==> config.mk <==
export PLATFORM = sky130hd
export DESIGN_NAME = mmio_uart_tx
export DESIGN_NICKNAME = d
export VERILOG_FILES = /design/src/rtl/mmio_uart_tx.sv
export SDC_FILE = /design/constraint.sdc
export NUM_CORES = 1
export LEC_CHECK = 0
export BUFFER_PORTS_ARGS = -buffer_cell sky130_fd_sc_hd__buf_2
export CELL_PAD_IN_SITES_DETAIL_PLACEMENT = 1
export CELL_PAD_IN_SITES_GLOBAL_PLACEMENT = 2
export CORE_MARGIN = 3
export CORE_UTILIZATION = 42
export CTS_BUF_LIST = sky130_fd_sc_hd__clkbuf_4 sky130_fd_sc_hd__clkbuf_8
export DETAILED_ROUTE_END_ITERATION = 6
export GPL_ROUTABILITY_DRIVEN = 0
export PLACE_DENSITY = 0.95
export SYNTH_ARGS = -nofsm -noshare
export SYNTH_HDL_FRONTEND = slang
export SYNTH_SLANG_ARGS = --single-unit
==> constraint.sdc <==
create_clock -name clk -period 11.8 [get_ports clk]
set_input_delay 2.36 -clock clk [delete_from_list [all_inputs] [get_ports clk]]
set_output_delay 2.36 -clock clk [all_outputs]
set_load 0.01 [all_outputs]
==> src/rtl/mmio_uart_tx.sv <==
// Memory-mapped 8N1 UART transmitter with a TX FIFO, programmable baud divider and sticky overflow.
// Define MMIO_UART_TX_PARITY_EN to add an even-parity bit between the data bits and the stop bit.
`timescale 1ns/1ps
module mmio_uart_tx #(
  parameter int          FIFO_DEPTH  = 8,
  parameter logic [15:0] DEFAULT_DIV = 16'd434
) (
  input  logic        clk,
  input  logic        rst_n,
  input  logic        sel,
  input  logic [31:0] dmem_addr,
  input  logic [31:0] dmem_wrdata,
  input  logic [3:0]  dmem_wrstb,
  output logic [31:0] dmem_rddata,
  output logic        tx
);

  localparam int AW = $clog2(FIFO_DEPTH);

`ifdef MMIO_UART_TX_PARITY_EN
  typedef enum logic [2:0] {S_IDLE, S_START, S_DATA, S_PARITY, S_STOP} state_t;
  localparam logic PARITY_FLAG = 1'b1;
`else
  typedef enum logic [2:0] {S_IDLE, S_START, S_DATA, S_STOP} state_t;
  localparam logic PARITY_FLAG = 1'b0;
`endif

  logic [7:0]  mem [FIFO_DEPTH];
  logic [AW:0] wr_ptr_reg, rd_ptr_reg;
  logic        overflow_reg;
  logic [15:0] baud_div_reg;
  state_t      state_reg;
  logic [7:0]  shift_reg;
  logic [2:0]  bit_idx_reg;
  logic [15:0] baud_cnt_reg;
  logic [15:0] reload_reg;
  logic        tx_reg;
`ifdef MMIO_UART_TX_PARITY_EN
  logic        parity_reg;
`endif

  logic [1:0]  reg_sel;
  logic        wr_en, full, empty, bit_done, pop, push_req, push, busy;
  logic [AW:0] fifo_count;
  logic [15:0] count_ext;
  logic [15:0] div_eff;
  logic [7:0]  head_byte;
  logic        unused_ok;

  assign reg_sel    = dmem_addr[3:2];
  assign wr_en      = sel & dmem_wrstb[0];
  assign full       = (wr_ptr_reg[AW] != rd_ptr_reg[AW]) &&
                      (wr_ptr_reg[AW-1:0] == rd_ptr_reg[AW-1:0]);
  assign empty      = (wr_ptr_reg == rd_ptr_reg);
  assign fifo_count = wr_ptr_reg - rd_ptr_reg;
  assign count_ext  = 16'(fifo_count);
  assign div_eff    = (baud_div_reg == 16'd0) ? 16'd1 : baud_div_reg;
  assign head_byte  = mem[rd_ptr_reg[AW-1:0]];
  assign bit_done   = (baud_cnt_reg == 16'd0);
  assign busy       = (state_reg != S_IDLE);
  // Popping straight out of STOP lets back-to-back frames run without an idle bit.
  assign pop        = !empty && ((state_reg == S_IDLE) || (state_reg == S_STOP && bit_done));
  assign push_req   = wr_en && (reg_sel == 2'd0);
  assign push       = push_req && (!full || pop);
  assign tx         = tx_reg;
  assign unused_ok  = &{1'b0, dmem_addr[31:4], dmem_addr[1:0], dmem_wrdata[31:16], dmem_wrstb[3:1]};

  always_comb begin
    dmem_rddata = 32'd0;
    if (sel) begin
      case (reg_sel)
        2'd1: dmem_rddata = {20'd0, count_ext[3:0], 3'b000, PARITY_FLAG,
                             overflow_reg, empty, full, busy};
        2'd2: dmem_rddata = {16'd0, baud_div_reg};
        default: dmem_rddata = 32'd0;
      endcase
    end
  end

  always_ff @(posedge clk) begin
    if (push) mem[wr_ptr_reg[AW-1:0]] <= dmem_wrdata[7:0];
  end

  always_ff @(posedge clk or negedge rst_n) begin
    if (!rst_n) begin
      wr_ptr_reg   <= '0;
      rd_ptr_reg   <= '0;
      overflow_reg <= 1'b0;
      baud_div_reg <= DEFAULT_DIV;
    end else begin
      if (push) wr_ptr_reg <= wr_ptr_reg + 1'b1;
      if (pop)  rd_ptr_reg <= rd_ptr_reg + 1'b1;
      if (push_req && !push)
        overflow_reg <= 1'b1;
      else if (wr_en && reg_sel == 2'd1 && dmem_wrdata[3])
        overflow_reg <= 1'b0;
      if (wr_en && reg_sel == 2'd2) baud_div_reg <= dmem_wrdata[15:0];
    end
  end

  always_ff @(posedge clk or negedge rst_n) begin
    if (!rst_n) begin
      state_reg    <= S_IDLE;
      shift_reg    <= 8'd0;
      bit_idx_reg  <= 3'd0;
      baud_cnt_reg <= 16'd0;
      reload_reg   <= 16'd1;
      tx_reg       <= 1'b1;
`ifdef MMIO_UART_TX_PARITY_EN
      parity_reg   <= 1'b0;
`endif
    end else if (pop) begin
      // Frame load: divider is sampled here only, so mid-frame BAUD_DIV writes wait a frame.
      state_reg    <= S_START;
      shift_reg    <= head_byte;
      bit_idx_reg  <= 3'd0;
      reload_reg   <= div_eff;
      baud_cnt_reg <= div_eff - 16'd1;
      tx_reg       <= 1'b0;
`ifdef MMIO_UART_TX_PARITY_EN
      parity_reg   <= ^head_byte;
`endif
    end else if (state_reg != S_IDLE) begin
      if (!bit_done) begin
        baud_cnt_reg <= baud_cnt_reg - 16'd1;
      end else begin
        baud_cnt_reg <= reload_reg - 16'd1;
        case (state_reg)
          S_START: begin
            state_reg <= S_DATA;
            tx_reg    <= shift_reg[0];
          end
          S_DATA: begin
            if (bit_idx_reg == 3'd7) begin
`ifdef MMIO_UART_TX_PARITY_EN
              state_reg <= S_PARITY;
              tx_reg    <= parity_reg;
`else
              state_reg <= S_STOP;
              tx_reg    <= 1'b1;
`endif
            end else begin
              bit_idx_reg <= bit_idx_reg + 3'd1;
              shift_reg   <= {1'b0, shift_reg[7:1]};
              tx_reg      <= shift_reg[1];
            end
          end
`ifdef MMIO_UART_TX_PARITY_EN
          S_PARITY: begin
            state_reg <= S_STOP;
            tx_reg    <= 1'b1;
          end
`endif
          S_STOP: begin
            state_reg <= S_IDLE;
            tx_reg    <= 1'b1;
          end
          default: begin
            state_reg <= S_IDLE;
            tx_reg    <= 1'b1;
          end
        endcase
      end
    end
  end

endmodule

# Word level (Yosys, flattened, before mapping)
# Memories as Yosys holds them, arrays and structs flattened.
# Cells that the tools add are included.
# W data, S select, Z words.
dict set report classes {
  n_eq_ne 11
  reduce_logical 26
  muxes 30
  bitwise 1
  n_addsub 7
}
# operator n
set op_table {}
lappend op_table {{$mux W16} 4}
lappend op_table {{$sub A16 B1 Y16 const B} 3}
lappend op_table {{$mux W8} 5}
lappend op_table {{$logic_not A16 Y1} 2}
lappend op_table {{$mux W32} 1}
lappend op_table {{$pmux W16 S2} 1}
lappend op_table {{$mux W3} 9}
lappend op_table {{$logic_and A1 B1 Y1} 9}
lappend op_table {{$add A4 B1 Y4 const B} 2}
lappend op_table {{$mux W1} 8}
lappend op_table {{$reduce_bool A2 Y1} 4}
lappend op_table {{$eq A3 B2 Y1 const B} 2}
lappend op_table {{$pmux W3 S2} 1}
lappend op_table {{$eq A4 B4 Y1} 1}
lappend op_table {{$reduce_and A4 Y1} 1}
lappend op_table {{$sub A4 B4 Y4} 1}
lappend op_table {{$add A3 B1 Y3 const B} 1}
lappend op_table {{$eq A3 B1 Y1 const B} 1}
lappend op_table {{$eq A3 B3 Y1} 1}
lappend op_table {{$eq A3 B3 Y1 const B} 1}
lappend op_table {{$logic_not A1 Y1} 3}
lappend op_table {{$logic_not A3 Y1} 1}
lappend op_table {{$ne A3 B3 Y1 const B} 1}
lappend op_table {{$reduce_and A3 Y1} 1}
lappend op_table {{other kinds (10)} 11}
dict set report word_totals {
  ramBits 64
  memories 1
  word_cells 86
  input_bits 71
  reg_bits 72
  output_inout_bits 33
}
# memory words word_bits rd rd_ports_with_merged_regs wr line_no
set mem_list {}
lappend mem_list {mem 8 8 1 0 1 28} ;# logic [7:0] mem [FIFO_DEPTH];

# Longest topological paths before layout
dict set report depth {
  word_depth 9
  mapped_depth 17
  mapped_depth_nobuf 13
}

# Worst setup path before layout
# OpenSTA, ideal clock, no wires.
dict set report synth_path {
  kind {input -> output}
  from {in dmem_addr[2]}
  to {out dmem_rddata[0]}
  slack_ns 6.138
  t_required_ns 9.440
  stages 6
  n_path_buf 2
  arrival_time_ns 3.302
  cell_sequence {inv_1 > ha_1 > clkbuf_1 > clkbuf_1 > nand2_1 > a21oi_1}
}
dict set report synth_via {
  elab_chain_len 3
  elab_cells_between_ends 4
  classes_between {2 x eq/ne; 2 x mux}
}
# element line_no
set synth_rtl {}
lappend synth_rtl {{start: declaration} 11} ;# input logic [31:0] dmem_addr,
lappend synth_rtl {{$eq A2 B2 Y1 / $eq A2 B1 Y1 (equally long branches)} 71} ;# case (reg_sel)
lappend synth_rtl {{$pmux W16 S2 *} 71}
lappend synth_rtl {{$mux W32 *} 70} ;# if (sel) begin
lappend synth_rtl {{end: declaration} 14} ;# output logic [31:0] dmem_rddata,
# Mark *: on every way between the ends. The rest lies on a longest branch, timed or not.

# Worst setup path in the final report
# Ends and elaborated chain as after synthesis.

==> metrics.txt <==
# TYPE chip_impl_metric gauge
chip_impl_metric{name="fp.coreArea",unit="sq um"} 15500
chip_impl_metric{name="dr_total_vias",unit=""} 4833
chip_impl_metric{name="maxSlewViolCount",unit=""} 0
chip_impl_metric{name="flip_flop_count_of_the_largest_register_all_copies_and_words_added",unit=""} 64
chip_impl_info{name="buffer_cell_driving_the_clock_tree_root",value="sky130_fd_sc_hd__clkbuf_8"} 1
chip_impl_metric{name="synth.top_cell.area_share",unit="%"} 28.4
chip_impl_metric{name="grt_max_degree",unit=""} 72
chip_impl_metric{name="synth-async-reset-ratio",unit="%"} 52.6
chip_impl_metric{name="clock_tree.buffer_depth",unit=""} 2
chip_impl_info{name="result_of_the_run",value="complete, no violations"} 1
chip_impl_metric{name="postSynthAreaPerCell",unit="sq um"} 11.7
chip_impl_info{name="commonest_cells_after_routing_fill_and_taps_aside",value="sky130_fd_sc_hd__nand2_1 (93), sky130_fd_sc_hd__dfrtp_1 (64), sky130_fd_sc_hd__edfxtp_1 (64), sky130_fd_sc_hd__buf_2 (38), sky130_fd_sc_hd__nor2_1 (32)"} 1
chip_impl_metric{name="first_global_vias",unit=""} 5171
chip_impl_metric{name="ctsResizeCount",unit=""} 0
chip_impl_info{name="tritoncts",value="built"} 1
chip_impl_metric{name="nets",unit=""} 698
chip_impl_metric{name="power_switching_share",unit="%"} 43.0
chip_impl_metric{name="power_density",unit="nW/um^2"} 256
chip_impl_metric{name="die_height",unit="microns"} 133
chip_impl_metric{name="tightestPinTransition",unit="ns"} 0.987
chip_impl_metric{name="first_pass_iters",unit=""} 5
chip_impl_metric{name="boundaryPins",unit=""} 104
chip_impl_metric{name="report.final.hold_viol_count",unit=""} 0
chip_impl_metric{name="clock_power_share",unit="%"} 19.1
chip_impl_metric{name="timing.final.crit_share",unit="%"} 50.3
chip_impl_metric{name="grt_remaining_overflow",unit=""} 0
chip_impl_info{name="mostFrequentLayoutCell",value="sky130_fd_sc_hd__nand2_1"} 1
chip_impl_metric{name="synthesis_stage_register_bit_count",unit=""} 135
chip_impl_info{name="timing.critical_path.from_type",value="primary input"} 1
chip_impl_metric{name="numClockSinks",unit=""} 135
chip_impl_metric{name="grt_antenna_before_repair",unit=""} 0
chip_impl_metric{name="achievable-frequency",unit="MHz"} 168
chip_impl_metric{name="clk_transition_reported_paths",unit="ns"} 0.08
chip_impl_metric{name="post_cts_hold_buffer_count",unit=""} 0
chip_impl_metric{name="comb_power_share",unit="%"} 41.0
chip_impl_metric{name="drt-initial-drc-count",unit=""} 311
chip_impl_metric{name="proportion_of_layout_cells_with_a_drive_suffix_above_1",unit="%"} 22.4
chip_impl_metric{name="die_boundary_width",unit="microns"} 133
chip_impl_metric{name="p_int",unit="W"} 0.00109
chip_impl_metric{name="fin_util",unit="%"} 48.2
chip_impl_metric{name="dpl.cell_count",unit=""} 803
chip_impl_metric{name="count_of_buffers_added_by_post_cts_timing_repair_for_setup",unit=""} 0
chip_impl_metric{name="wl",unit="microns"} 17400
chip_impl_metric{name="portBuffers",unit=""} 38
chip_impl_metric{name="cp_max_fo",unit=""} 17
chip_impl_metric{name="clk_latency",unit="ns"} 0.46
chip_impl_metric{name="cts_made_buffers",unit=""} 17
chip_impl_metric{name="detail_route.drc_violations",unit=""} 0
chip_impl_metric{name="final.hold.worst_slack",unit="ns"} 0.496
chip_impl_metric{name="antenna_left",unit=""} 0
chip_impl_metric{name="power.switching",unit="W"} 0.000820
chip_impl_metric{name="total_power",unit="W"} 0.00191
chip_impl_metric{name="min_period",unit="ns"} 5.94
chip_impl_metric{name="fp-row-count",unit=""} 45
chip_impl_info{name="worstHoldPathType",value="register to register"} 1
chip_impl_metric{name="relative_slew_margins",unit="%"} 34.2
chip_impl_metric{name="netlist-cell-type-count",unit=""} 70
chip_impl_info{name="rsz0062_at_grt",value="no"} 1
chip_impl_metric{name="worst-endpoint-required",unit="ns"} 9.44
chip_impl_info{name="worst_path_class_setup",value="primary input to output pin"} 1
chip_impl_metric{name="post-dp-hpwl",unit="microns"} 11600
chip_impl_metric{name="synth-seq-area-share",unit="%"} 54.8
chip_impl_metric{name="grtUsageTotal",unit="%"} 20.4
chip_impl_metric{name="area_growth",unit="%"} 10.3
chip_impl_metric{name="avgViaCountPerCell",unit=""} 5.79
chip_impl_info{name="synth.largest_area_cell",value="sky130_fd_sc_hd__edfxtp_1"} 1
chip_impl_metric{name="final-instance-count-excl-fill",unit=""} 835
chip_impl_metric{name="power.leakage",unit="nW"} 3.00
chip_impl_metric{name="total_negative_slack",unit="ns"} 0
chip_impl_metric{name="clock_skew",unit="ns"} 0.0161
chip_impl_metric{name="avgRoutedWirePerCell",unit="microns"} 20.9
chip_impl_metric{name="die_area",unit="sq um"} 17700
chip_impl_metric{name="p_seq_share",unit="%"} 40.0
chip_impl_metric{name="yosys_warnings",unit=""} 0
chip_impl_metric{name="grt_pass1_wl",unit="microns"} 28400
chip_impl_metric{name="synth_enable_flop_cells",unit=""} 64
chip_impl_metric{name="htree_levels",unit=""} 4
chip_impl_metric{name="synthesis.instances",unit=""} 577
chip_impl_metric{name="vdd.ir_drop.worst",unit="mV"} 0.155
chip_impl_info{name="synth_area_leaders",value="sky130_fd_sc_hd__edfxtp_1 (28%), sky130_fd_sc_hd__dfrtp_1 (24%), sky130_fd_sc_hd__mux4_2 (5.3%)"} 1
chip_impl_metric{name="crit_arrival",unit="ns"} 3.58
chip_impl_info{name="synth_top_flop_cell",value="sky130_fd_sc_hd__edfxtp_1"} 1
chip_impl_metric{name="timing.final.setup_violations",unit=""} 0
chip_impl_metric{name="max_cap_violations",unit=""} 0
chip_impl_info{name="critPathCaptureType",value="output pin"} 1
chip_impl_metric{name="netlist_area",unit="sq um"} 6770
chip_impl_metric{name="diodes",unit=""} 0
chip_impl_metric{name="initial_core_utilization",unit="%"} 43.7
-- cell type report --
class	instances	area (sq um)
fillers	1665	8020
flip-flops and latches	135	3710
multi-input cells	398	2820
well taps	211	264
repair buffers	45	243
clock buffers	18	241
clock inverters	14	133
inverters	14	52.6
-- through the flow --
step / setup slack (ns) / instance area, sq um
2_1_floorplan: 6.14 / 6820
3_5_place_dp: 5.90 / 7080
4_1_cts: 5.89 / 7460
5_1_grt: 5.74 / 7460
6_report: 5.86 / 7460
3_3_place_gp: 5.96 / 7080
-- cells by family (layout without fill, tap and decap cells) --
| kind of cell | after synthesis | count (layout) | synth area share [%] |
|---|---|---|---|
| other | 1 | 16 | 0.0554 |
| AOI/OAI and AO/OA | 119 | 119 | 12.1 |
| adders and majority gates | 16 | 16 | 3.07 |
| and+or+nand+nor | 190 | 190 | 14.1 |
| xor gates and xnor gates | 17 | 17 | 2.20 |
| DFF | 135 | 135 | 54.8 |
| buffers and inverters | 59 | 91 | 4.44 |
| muxes | 40 | 40 | 9.23 |
-- final timing paths --
check / start / to / slack (ns) / cells after the start
max: dmem_addr[2] / dmem_rddata[0] / 5.86 / 6
min: reload_reg[14] / reload_reg[14] / 0.50 / 2
max reg2reg: rd_ptr_reg[2] / baud_cnt_reg[10] / 7.55 / 13
min reg2reg: reload_reg[14] / reload_reg[14] / 0.50 / 2
max in group asynchronous: rst_n / shift_reg[5] / 9.07 / 2
min in group asynchronous: rst_n / reload_reg[13] / 2.12 / 2
-- cells in the mapped netlist, types with 4 or more instances --
master	count
sky130_fd_sc_hd__a31oi_1	7
sky130_fd_sc_hd__mux2i_1	5
sky130_fd_sc_hd__o211ai_1	6
sky130_fd_sc_hd__clkbuf_1	13
sky130_fd_sc_hd__mux2_2	19
sky130_fd_sc_hd__nor3_1	15
sky130_fd_sc_hd__o21ai_0	20
sky130_fd_sc_hd__buf_2	9
sky130_fd_sc_hd__or3_1	6
sky130_fd_sc_hd__nand3_1	6
sky130_fd_sc_hd__a211o_1	5
sky130_fd_sc_hd__dfstp_2	7
sky130_fd_sc_hd__edfxtp_1	64
sky130_fd_sc_hd__xnor2_1	13
sky130_fd_sc_hd__nand2b_1	6
sky130_fd_sc_hd__xor2_1	4
sky130_fd_sc_hd__a22oi_1	5
sky130_fd_sc_hd__buf_4	16
sky130_fd_sc_hd__mux4_2	16
sky130_fd_sc_hd__dfrtp_1	64
sky130_fd_sc_hd__a21o_1	6
sky130_fd_sc_hd__a21oi_1	31
sky130_fd_sc_hd__inv_1	13
sky130_fd_sc_hd__buf_1	6
sky130_fd_sc_hd__ha_1	15
sky130_fd_sc_hd__nor2_1	32
sky130_fd_sc_hd__o21ai_1	4
sky130_fd_sc_hd__nand2_1	93
sky130_fd_sc_hd__o21a_1	5
sky130_fd_sc_hd__and3_1	8
-- power by group through the flow --
stage                     clock [W]  combinational (W)  sequential [W]
after floorplan                   0           0.000612        0.000702
after global placement            0           0.000714        0.000754
after detailed placement          0           0.000764        0.000764
after CTS                  0.000369           0.000782        0.000761
after global routing       0.000392           0.000867        0.000778
final                      0.000364           0.000781        0.000763
-- layer usage --
metal | share of wire, % | vias to the layer above | track usage (%)
met2 | 50 | 172 | 34.2
met5 | 0 | - | 0
li1 | - | 2162 | -
met3 | 5.0 | 23 | 2.85
met4 | 1.6 | 0 | 6.64
met1 | 43 | 2476 | 27.5
-- worst max-delay path: stages --
cell and delay, ns:
sky130_fd_sc_hd__buf_2 0.11, sky130_fd_sc_hd__inv_1 0.07, sky130_fd_sc_hd__ha_1 0.53, sky130_fd_sc_hd__nand2_1 0.12
sky130_fd_sc_hd__a21oi_1 0.21, sky130_fd_sc_hd__buf_2 0.17
Power figures use the tool's default switching activity.
